===== src/rtl/mem_port_arbiter_if.sv =====
// Signal bundle between the data-memory port arbiter, its two requesters and the memory.
// master = arbiter side, slave = requesters/memory side.
interface mem_port_arbiter_if #(
  parameter int ADDR_W = 32,
  parameter int DATA_W = 64
);
  localparam int BE_W = DATA_W / 8;

  logic              interlock;

  logic              core_req;
  logic [ADDR_W-1:0] core_addr;
  logic [BE_W-1:0]   core_wea;
  logic [DATA_W-1:0] core_dina;
  logic              core_stall;

  logic              dma_valid;
  logic              dma_ready;
  logic [ADDR_W-1:0] dma_addr;
  logic [BE_W-1:0]   dma_wea;
  logic [DATA_W-1:0] dma_dina;
  logic              dma_rvalid;
  logic [DATA_W-1:0] dma_rdata;

  logic              mem_used;
  logic [ADDR_W-1:0] mem_addr;
  logic [BE_W-1:0]   mem_wea;
  logic [DATA_W-1:0] mem_dina;
  logic [DATA_W-1:0] mem_doutb;

  modport master (
    input  interlock,
    input  core_req, core_addr, core_wea, core_dina,
    output core_stall,
    input  dma_valid, dma_addr, dma_wea, dma_dina,
    output dma_ready, dma_rvalid, dma_rdata,
    output mem_used, mem_addr, mem_wea, mem_dina,
    input  mem_doutb
  );

  modport slave (
    output interlock,
    output core_req, core_addr, core_wea, core_dina,
    input  core_stall,
    output dma_valid, dma_addr, dma_wea, dma_dina,
    input  dma_ready, dma_rvalid, dma_rdata,
    input  mem_used, mem_addr, mem_wea, mem_dina,
    output mem_doutb
  );
endinterface


===== src/rtl/mem_port_arbiter.sv =====
// Data-memory port arbiter: core has fixed priority, a starvation guard forces a DMA grant,
// and DMA reads are tracked through the memory's fixed read latency.
module mem_port_arbiter #(
  parameter int ADDR_W     = 32,
  parameter int DATA_W     = 64,
  parameter int RD_LAT     = 3,
  parameter int STARVE_MAX = 8
) (
  input  logic                clk,
  input  logic                rst,
  mem_port_arbiter_if.master  bus
);
  localparam int BE_W = DATA_W / 8;

  localparam logic [0:0] CORE_PRI  = 1'b0;
  localparam logic [0:0] FORCE_DMA = 1'b1;
  localparam logic [7:0] STARVE_LIM = 8'(STARVE_MAX);

  logic [0:0]        state_r;
  logic [0:0]        state_nxt_s;
  logic [7:0]        starve_cnt_r;
  logic [7:0]        starve_nxt_s;
  logic [RD_LAT-1:0] rd_pipe_r;
  logic [RD_LAT-1:0] rd_pipe_nxt_s;
  logic              core_gnt_s;
  logic              dma_gnt_s;
  logic              dma_rd_s;
  logic              rvalid_s;

  // Grant decision; nothing is granted while in reset or while the pipeline is frozen.
  always_comb begin
    core_gnt_s = 1'b0;
    dma_gnt_s  = 1'b0;
    if (rst || bus.interlock) begin
      core_gnt_s = 1'b0;
      dma_gnt_s  = 1'b0;
    end else begin
      core_gnt_s = bus.core_req && ((state_r == CORE_PRI) || !bus.dma_valid);
      dma_gnt_s  = bus.dma_valid && (!bus.core_req || (state_r == FORCE_DMA));
    end
  end

  // Memory request mux; the idle port presents core address/data with no write enables.
  always_comb begin
    bus.mem_addr = bus.core_addr;
    bus.mem_dina = bus.core_dina;
    bus.mem_wea  = {BE_W{1'b0}};
    if (dma_gnt_s) begin
      bus.mem_addr = bus.dma_addr;
      bus.mem_dina = bus.dma_dina;
      bus.mem_wea  = bus.dma_wea;
    end else if (core_gnt_s) begin
      bus.mem_wea  = bus.core_wea;
    end else begin
      bus.mem_wea  = {BE_W{1'b0}};
    end
  end

  assign bus.mem_used   = core_gnt_s | dma_gnt_s;
  assign bus.dma_ready  = dma_gnt_s;
  assign bus.core_stall = bus.core_req & ~core_gnt_s & ~rst;

  assign dma_rd_s      = dma_gnt_s & (bus.dma_wea == {BE_W{1'b0}});
  assign rd_pipe_nxt_s = (rd_pipe_r << 1) | RD_LAT'(dma_rd_s);

  // Starvation counter and arbitration state for the next cycle.
  always_comb begin
    starve_nxt_s = 8'd0;
    state_nxt_s  = state_r;
    if (bus.dma_valid && !dma_gnt_s) begin
      starve_nxt_s = (starve_cnt_r >= STARVE_LIM) ? STARVE_LIM : (starve_cnt_r + 8'd1);
    end else begin
      starve_nxt_s = 8'd0;
    end
    // FORCE_DMA always grants a waiting DMA, so it lasts exactly one advancing cycle.
    case (state_r)
      CORE_PRI:  state_nxt_s = (starve_nxt_s == STARVE_LIM) ? FORCE_DMA : CORE_PRI;
      FORCE_DMA: state_nxt_s = CORE_PRI;
      default:   state_nxt_s = CORE_PRI;
    endcase
  end

  // State, counter and read-return pipe; all hold while interlock is high.
  always_ff @(posedge clk or posedge rst) begin
    if (rst) begin
      state_r      <= CORE_PRI;
      starve_cnt_r <= 8'd0;
      rd_pipe_r    <= {RD_LAT{1'b0}};
    end else if (!bus.interlock) begin
      state_r      <= state_nxt_s;
      starve_cnt_r <= starve_nxt_s;
      rd_pipe_r    <= rd_pipe_nxt_s;
    end else begin
      state_r      <= state_r;
      starve_cnt_r <= starve_cnt_r;
      rd_pipe_r    <= rd_pipe_r;
    end
  end

  assign rvalid_s       = rd_pipe_r[RD_LAT-1] & ~bus.interlock;
  assign bus.dma_rvalid = rvalid_s;
  assign bus.dma_rdata  = rvalid_s ? bus.mem_doutb : {DATA_W{1'b0}};

endmodule


===== src/flat_wrapper.sv =====
// flat-port wrapper written by rule: the top's interface ports become plain ports
module mem_port_arbiter_flat 
#(
  parameter int ADDR_W     = 32,
  parameter int DATA_W     = 64,
  parameter int RD_LAT     = 3,
  parameter int STARVE_MAX = 8
)
  (clk, rst, bus_interlock, bus_core_req, bus_core_addr, bus_core_wea, bus_core_dina, bus_core_stall, bus_dma_valid, bus_dma_addr, bus_dma_wea, bus_dma_dina, bus_dma_ready, bus_dma_rvalid, bus_dma_rdata, bus_mem_used, bus_mem_addr, bus_mem_wea, bus_mem_dina, bus_mem_doutb);
  mem_port_arbiter_if #(.ADDR_W(ADDR_W), .DATA_W(DATA_W)) bus_i ();
  input  logic clk;
  input  logic rst;
  input wire logic [$bits(bus_i.interlock)-1:0] bus_interlock;
  input wire logic [$bits(bus_i.core_req)-1:0] bus_core_req;
  input wire logic [$bits(bus_i.core_addr)-1:0] bus_core_addr;
  input wire logic [$bits(bus_i.core_wea)-1:0] bus_core_wea;
  input wire logic [$bits(bus_i.core_dina)-1:0] bus_core_dina;
  output wire logic [$bits(bus_i.core_stall)-1:0] bus_core_stall;
  input wire logic [$bits(bus_i.dma_valid)-1:0] bus_dma_valid;
  input wire logic [$bits(bus_i.dma_addr)-1:0] bus_dma_addr;
  input wire logic [$bits(bus_i.dma_wea)-1:0] bus_dma_wea;
  input wire logic [$bits(bus_i.dma_dina)-1:0] bus_dma_dina;
  output wire logic [$bits(bus_i.dma_ready)-1:0] bus_dma_ready;
  output wire logic [$bits(bus_i.dma_rvalid)-1:0] bus_dma_rvalid;
  output wire logic [$bits(bus_i.dma_rdata)-1:0] bus_dma_rdata;
  output wire logic [$bits(bus_i.mem_used)-1:0] bus_mem_used;
  output wire logic [$bits(bus_i.mem_addr)-1:0] bus_mem_addr;
  output wire logic [$bits(bus_i.mem_wea)-1:0] bus_mem_wea;
  output wire logic [$bits(bus_i.mem_dina)-1:0] bus_mem_dina;
  input wire logic [$bits(bus_i.mem_doutb)-1:0] bus_mem_doutb;
  assign bus_i.interlock = bus_interlock;
  assign bus_i.core_req = bus_core_req;
  assign bus_i.core_addr = bus_core_addr;
  assign bus_i.core_wea = bus_core_wea;
  assign bus_i.core_dina = bus_core_dina;
  assign bus_core_stall = bus_i.core_stall;
  assign bus_i.dma_valid = bus_dma_valid;
  assign bus_i.dma_addr = bus_dma_addr;
  assign bus_i.dma_wea = bus_dma_wea;
  assign bus_i.dma_dina = bus_dma_dina;
  assign bus_dma_ready = bus_i.dma_ready;
  assign bus_dma_rvalid = bus_i.dma_rvalid;
  assign bus_dma_rdata = bus_i.dma_rdata;
  assign bus_mem_used = bus_i.mem_used;
  assign bus_mem_addr = bus_i.mem_addr;
  assign bus_mem_wea = bus_i.mem_wea;
  assign bus_mem_dina = bus_i.mem_dina;
  assign bus_i.mem_doutb = bus_mem_doutb;
  mem_port_arbiter #(.ADDR_W(ADDR_W), .DATA_W(DATA_W), .RD_LAT(RD_LAT), .STARVE_MAX(STARVE_MAX)) u_core (.clk(clk), .rst(rst), .bus(bus_i));
endmodule

===== config.mk =====
export PLATFORM = sky130hd
export DESIGN_NAME = mem_port_arbiter_flat
export DESIGN_NICKNAME = d
export VERILOG_FILES = /design/src/rtl/mem_port_arbiter_if.sv /design/src/rtl/mem_port_arbiter.sv /design/src/flat_wrapper.sv
export SDC_FILE = /design/constraint.sdc
export NUM_CORES = 1
export LEC_CHECK = 0
export ABC_AREA = 0
export CAP_MARGIN = 20
export CORE_AREA = 5 5 174 176
export CTS_CLUSTER_DIAMETER = 50
export DETAILED_ROUTE_END_ITERATION = 16
export DIE_AREA = 0 0 179 181
export PLACE_DENSITY = 0.37
export SLEW_MARGIN = 20
export SYNTH_ARGS = -nofsm -noshare
export SYNTH_HDL_FRONTEND = slang
export SYNTH_SLANG_ARGS = --single-unit
export TNS_END_PERCENT = 50

===== constraint.sdc =====
create_clock -name clk -period 2.11 [get_ports clk]
set_input_delay 0.422 -clock clk [delete_from_list [all_inputs] [get_ports clk]]
set_output_delay 0.422 -clock clk [all_outputs]
set_load 0.05 [all_outputs]

* After elaboration in Yosys (flattened, before gate mapping)
Cells that the tools add are included.
Widths: inputs -> output; s select.
** Word-level totals
- Register bits :: 12
- Input bits :: 277
- Output and inout port bits :: 172
** Cells by class
- Add/sub/neg operators :: 1
- $lt $le $gt $ge :: 1
- Eq/ne operators :: 1
- Multiplexer cells :: 11
- Bitwise operators :: 10
- Reduce and logical (&&, ||, !) cells :: 10
** Operators with widths (count)
- $mux 64 :: 2
- $mux 32 :: 1
- $mux 8 :: 4
- $add 8x1->8 const B :: 1
- $eq 8x4->1 const B :: 1
- $ge 8x4->1 const B :: 1
- $logic_not 8->1 :: 1
- $and 1x1->1 :: 4
- $not 1->1 :: 4
- $logic_and 1x1->1 :: 3
- $logic_not 1->1 :: 3
- $logic_or 1x1->1 :: 3
- $mux 1 :: 3
- $or 3x1->3 :: 1
- $pmux 1 s2 :: 1
- $or 1x1->1 :: 1

* Logic depth before layout (Yosys ltp)
- Word-level depth :: 10
- Gate-level depth with buffers :: 6
- Gate-level depth less buffers :: 5

* Worst setup path after synthesis
OpenSTA, ideal clock, no wires.
- Kind :: input to output
- Start :: in bus_interlock
- End :: out bus_core_stall
- Data arrival time :: 2.184 ns
- Required time :: 1.688 ns
- Setup slack :: -0.496 ns
- Stages on the path :: 4
- Cell sequence :: clkbuf_1 > clkbuf_1 > a21oi_1 > nor3b_1
** Between the ends
- Longest elaborated chain between the ends :: 5
** Ends and longest elaborated chain
- start, declared :: line flat_wrapper.sv:13 : input wire logic [$bits(bus_i.interlock)-1:0] bus_interlock;
- $logic_or 1x1->1 :: line mem_port_arbiter.sv:34 : if (rst || bus.interlock) begin
- $mux 1 :: line mem_port_arbiter.sv:34
- $not 1->1 :: line mem_port_arbiter.sv:61 : assign bus.core_stall = bus.core_req & ~core_gnt_s & ~rst;
- $and 1x1->1 (2 in series) :: line mem_port_arbiter.sv:61
- end, declared :: line flat_wrapper.sv:18 : output wire logic [$bits(bus_i.core_stall)-1:0] bus_core_stall;
No other way between the ends.

* Final worst setup path
- Start :: reg u_core.state_r
- End :: out bus_mem_dina[59]
** Between the ends
- Longest elaborated chain between the ends :: 4
** Ends and longest elaborated chain
- start, declared :: line mem_port_arbiter.sv:19 : logic [0:0] state_r;
- start signal, assigned :: line mem_port_arbiter.sv:90 : state_r <= state_nxt_s;
- start signal, assigned :: line mem_port_arbiter.sv:94 : state_r <= state_r;
- $logic_or 1x1->1 :: line mem_port_arbiter.sv:39 : dma_gnt_s = bus.dma_valid && (!bus.core_req || (state_r == FORCE_DMA));
- $logic_and 1x1->1 :: line mem_port_arbiter.sv:39
- $mux 1 :: line mem_port_arbiter.sv:34
- $mux 64 :: line mem_port_arbiter.sv:48 : if (dma_gnt_s) begin
- end, declared :: line flat_wrapper.sv:29 : output wire logic [$bits(bus_i.mem_dina)-1:0] bus_mem_dina;
No other way between the ends.

==> impl_summary.txt <==
----------------------------------------------------
[Critical path]
  Endpoint of the worst-slack reg-to-reg timing path ... u_core.starve_cnt_r[2]
  Launching point of the worst reg2reg path ... u_core.state_r
  Critical setup path kind ... register to output pin
  Count of cells along the worst register-to-register path ... 9
  Maximum fanout along the worst path ... 7
  Critical path endpoint category ... output pin
  CP arrival ... 1.98 ns
  Worst endpoint required time ... 1.69 ns
  Setup crit start kind ... register
  R2R Setup Slk ... 0.20 ns

[Clocking]
  Longest Clk Path Bufs ... 2
  Number of CTS-inserted buffers ... 3
  Clock insertion delay at the later pin of the skew report ... 0.24 ns
  CTS sink cnt ... 12
  TritonCTS clock tree ... yes
  Clock root cell ... clkbuf_16
  CTS H-tree depth ... 1
  Clock slew at reported path FFs ... roughly 0.040 ns

[Floorplan]
  Area of the die ... 32400 sq um
  Std-Cell Rows ... 62
  Top-level port count ... 449
  X dimension of the die ... 179 um
  Initial Utilization ... 8.10%
  Placeable core area ... 28500 sq um
  Die outline height ... 181 um

[Finish]
  Filler cell count in the final layout ... 2898
  Post-Route Utilization ... 31.8%
  Sequential cell area ... 300 sq um
  Area used by multi-input combinational logic ... about 2100 sq um
  Total number of nets in the final design ... 997
  Non-Filler Instances ... 1104
  Area overhead of the layout relative to synthesis ... 293%
  Layout cells sized above 1 ... 46.3%

[Timing]
  Setup tns final ... -22.31 ns
  Post-route fraction of the period consumed by the critical path ... 114%
  Final Max Slew Viols ... 0
  Endpoints failing setup ... 105
  Time the final worst path needs with I/O delays and setup ... approximately 2.4 ns
  Slew at the pin with the worst max-slew slack ... about 0.49 ns
  Worst slew slack as a fraction of its limit ... between 60% and 70%
  Unrepaired setup endpoints after global routing ... yes
  Final setup skew ... 0.00392 ns
  Hold violation total from the final report ... 0
  Final hold slack ... 0.481 ns
  Post-layout worst setup margin ... -0.290 ns
  Fmax ... 417 MHz

[Global routing]
  Pin count of the biggest net entering global routing ... 66
  Via count of the first global-routing pass ... between 4000 and 5000
  Antenna violations before repair ... 4
  Sum of overflow across all layers after global routing ... 0
  Total global-route track usage ... roughly 11%
  Global-route wire length before repair ... 28300 um

[Synthesis]
  Gate Count Post-Synth ... 246
  Fraction of synthesis flops using an asynchronous set or reset pin ... 100%
  Commonest cells in the netlist ... mux2_1, and2_1, mux2_2
  Top cell type by total area after synthesis ... mux2_1
  Number of different library cells in the post-synthesis netlist ... 31
  Post-Syn Nets ... about 530
  Register area share after synthesis ... 13.0%
  Area contributors post-synth ... mux2_1, and2_1, dfrtp_1, mux2_2, buf_6
  Seq cells post-synth ... 12
  Most frequent cell after synthesis ... mux2_1
  Netlist area before placement ... 2310 sq um
  Portion of synthesized cell area occupied by the leading cell type ... 38.1%
  Mean cell area of the mapped netlist ... 9.37 sq um
  Most common flop cell mapped by yosys ... dfrtp_1
  Post-synth EDFFs ... 0
  Yosys warning count ... 0

[Placement]
  Placed instance count ... 1079
  Number of buffers added on ports ... between 400 and 500
  Estimated wirelength of the detail-placed design ... 17500 um
  Final estimated routing congestion in global placement ... ~0.85

[Pwr]
  Largest vdd supply drop ... 0.291 mV
  Pwr Density ... 263 nW/um^2
  Static power due to leakage ... 3.76 nW
  Overall power ... approximately 2.4 mW

[Outcome]
  Run status ... finished with violations
  Violated checks ... setup timing

[Min path]
  Path category of the worst min-delay check ... input port to asynchronous set/reset pin

[Detailed routing]
  Wirelength per Cell ... 18.8 um
  Routed via count ... 3782
  Iteration count of the initial detailed-routing pass ... 4
  ANT nets after route ... 0
  DRC violation count after routing ... 0
  Per-cell via count in the routed design ... 3.43
  Total Routed Length ... 20800 um
  Iteration-0 DRC Markers ... 54

[Job]
  Maxcap violations ... 0

----------------------------------------------------
cell usage in the layout, fill, tap and decap left out, drive strengths merged, types with 2 or more instances in the layout:
cell type        n
a21oi            2
a22o             8
a32o             2
and2            68
buf            212
clkbuf           7
clkdlybuf4s50  272
dfrtp           12
diode            3
ha               2
inv              6
mux2            98
nand2            3
nand3            2
nor2             5
nor3             2
nor4             3
cell families (layout without fill, tap and decap cells):
group / Yosys count / count (layout) / synth area share (%)
buf+inv: 27 / 498 / 7.43
simple gates: 85 / 85 / 22.0
xor+xnor: 1 / 1 / 0.380
compound gates: 21 / 21 / 8.19
other cells: 0 / 3 / 0
flops: 12 / 12 / 13.0
mux: 98 / 98 / 47.9
fa+ha+maj: 2 / 2 / 1.09
power breakdown:
group          leakage [nW]  total (mW)  switching, mW  internal (mW)
Sequential            0.166       0.245        0.00701          0.238
Combinational          3.55        1.76          0.789          0.971
Clock                0.0442       0.377         0.0914          0.285
routing by layer:
layer	track usage, %	vias to the layer above	share of wire, %
met5	0	-	0.063
met4	1.35	2	0.28
met3	2.36	6	7.4
met2	23.9	167	59
met1	11.7	1786	34
li1	-	1821	-
what timing repair did:
| item | CTS | global route |
|---|---|---|
| buffers inserted | 12 | 2 |
| cloned | 6 | 2 |
| gates resized for setup | 211 | 37 |
| endpoints found under the setup margin | 172 | 104 |
| pin swaps | 3 | 1 |
| hold buffers | 0 | 0 |
cell type report:
class | instances | area share [%]
Tap cell | 384 | 5.30
Sequential cell | 12 | 3.31
Inverter | 6 | 0.248
Antenna cell | 3 | 0.0828
Timing Repair Buffer | 488 | 66.4
Clock buffer | 4 | 0.980
Multi-Input combinational cell | 207 | 23.7
worst max path at each step:
stage,from,to,slack (ns),depth (start not counted)
4_1_cts,u_core.state_r,bus_mem_dina[47],-0.31,8
3_3_place_gp,bus_dma_valid,bus_mem_addr[4],-0.66,7
3_5_place_dp,bus_dma_valid,bus_mem_addr[4],-0.65,7
2_1_floorplan,bus_interlock,bus_mem_dina[26],-0.05,5
5_1_grt,u_core.state_r,bus_mem_dina[59],-0.38,8
6_report,u_core.state_r,bus_mem_dina[59],-0.29,8
stage by stage:
stage	cell area [sq um]	setup slack [ns]
2_1_floorplan	2320	-0.0543
3_3_place_gp	7890	-0.660
3_5_place_dp	7890	-0.648
4_1_cts	8970	-0.307
5_1_grt	9060	-0.379
6_report	9060	-0.290
flip-flops by register name, summed over array words and instances (netlist names):
signal,cells
u_core.state_r,1
u_core.rd_pipe_r,3
u_core.starve_cnt_r,8
worst max-delay path, cell delays in order (launching register included):
cell       delay (ns)
dfrtp_1          0.35
inv_2            0.06
a2111oi_4        0.34
buf_6            0.17
buf_12           0.11
buf_12           0.11
buf_16           0.13
mux2_4           0.31
buf_6            0.16
(Power assumes the default switching activity.)
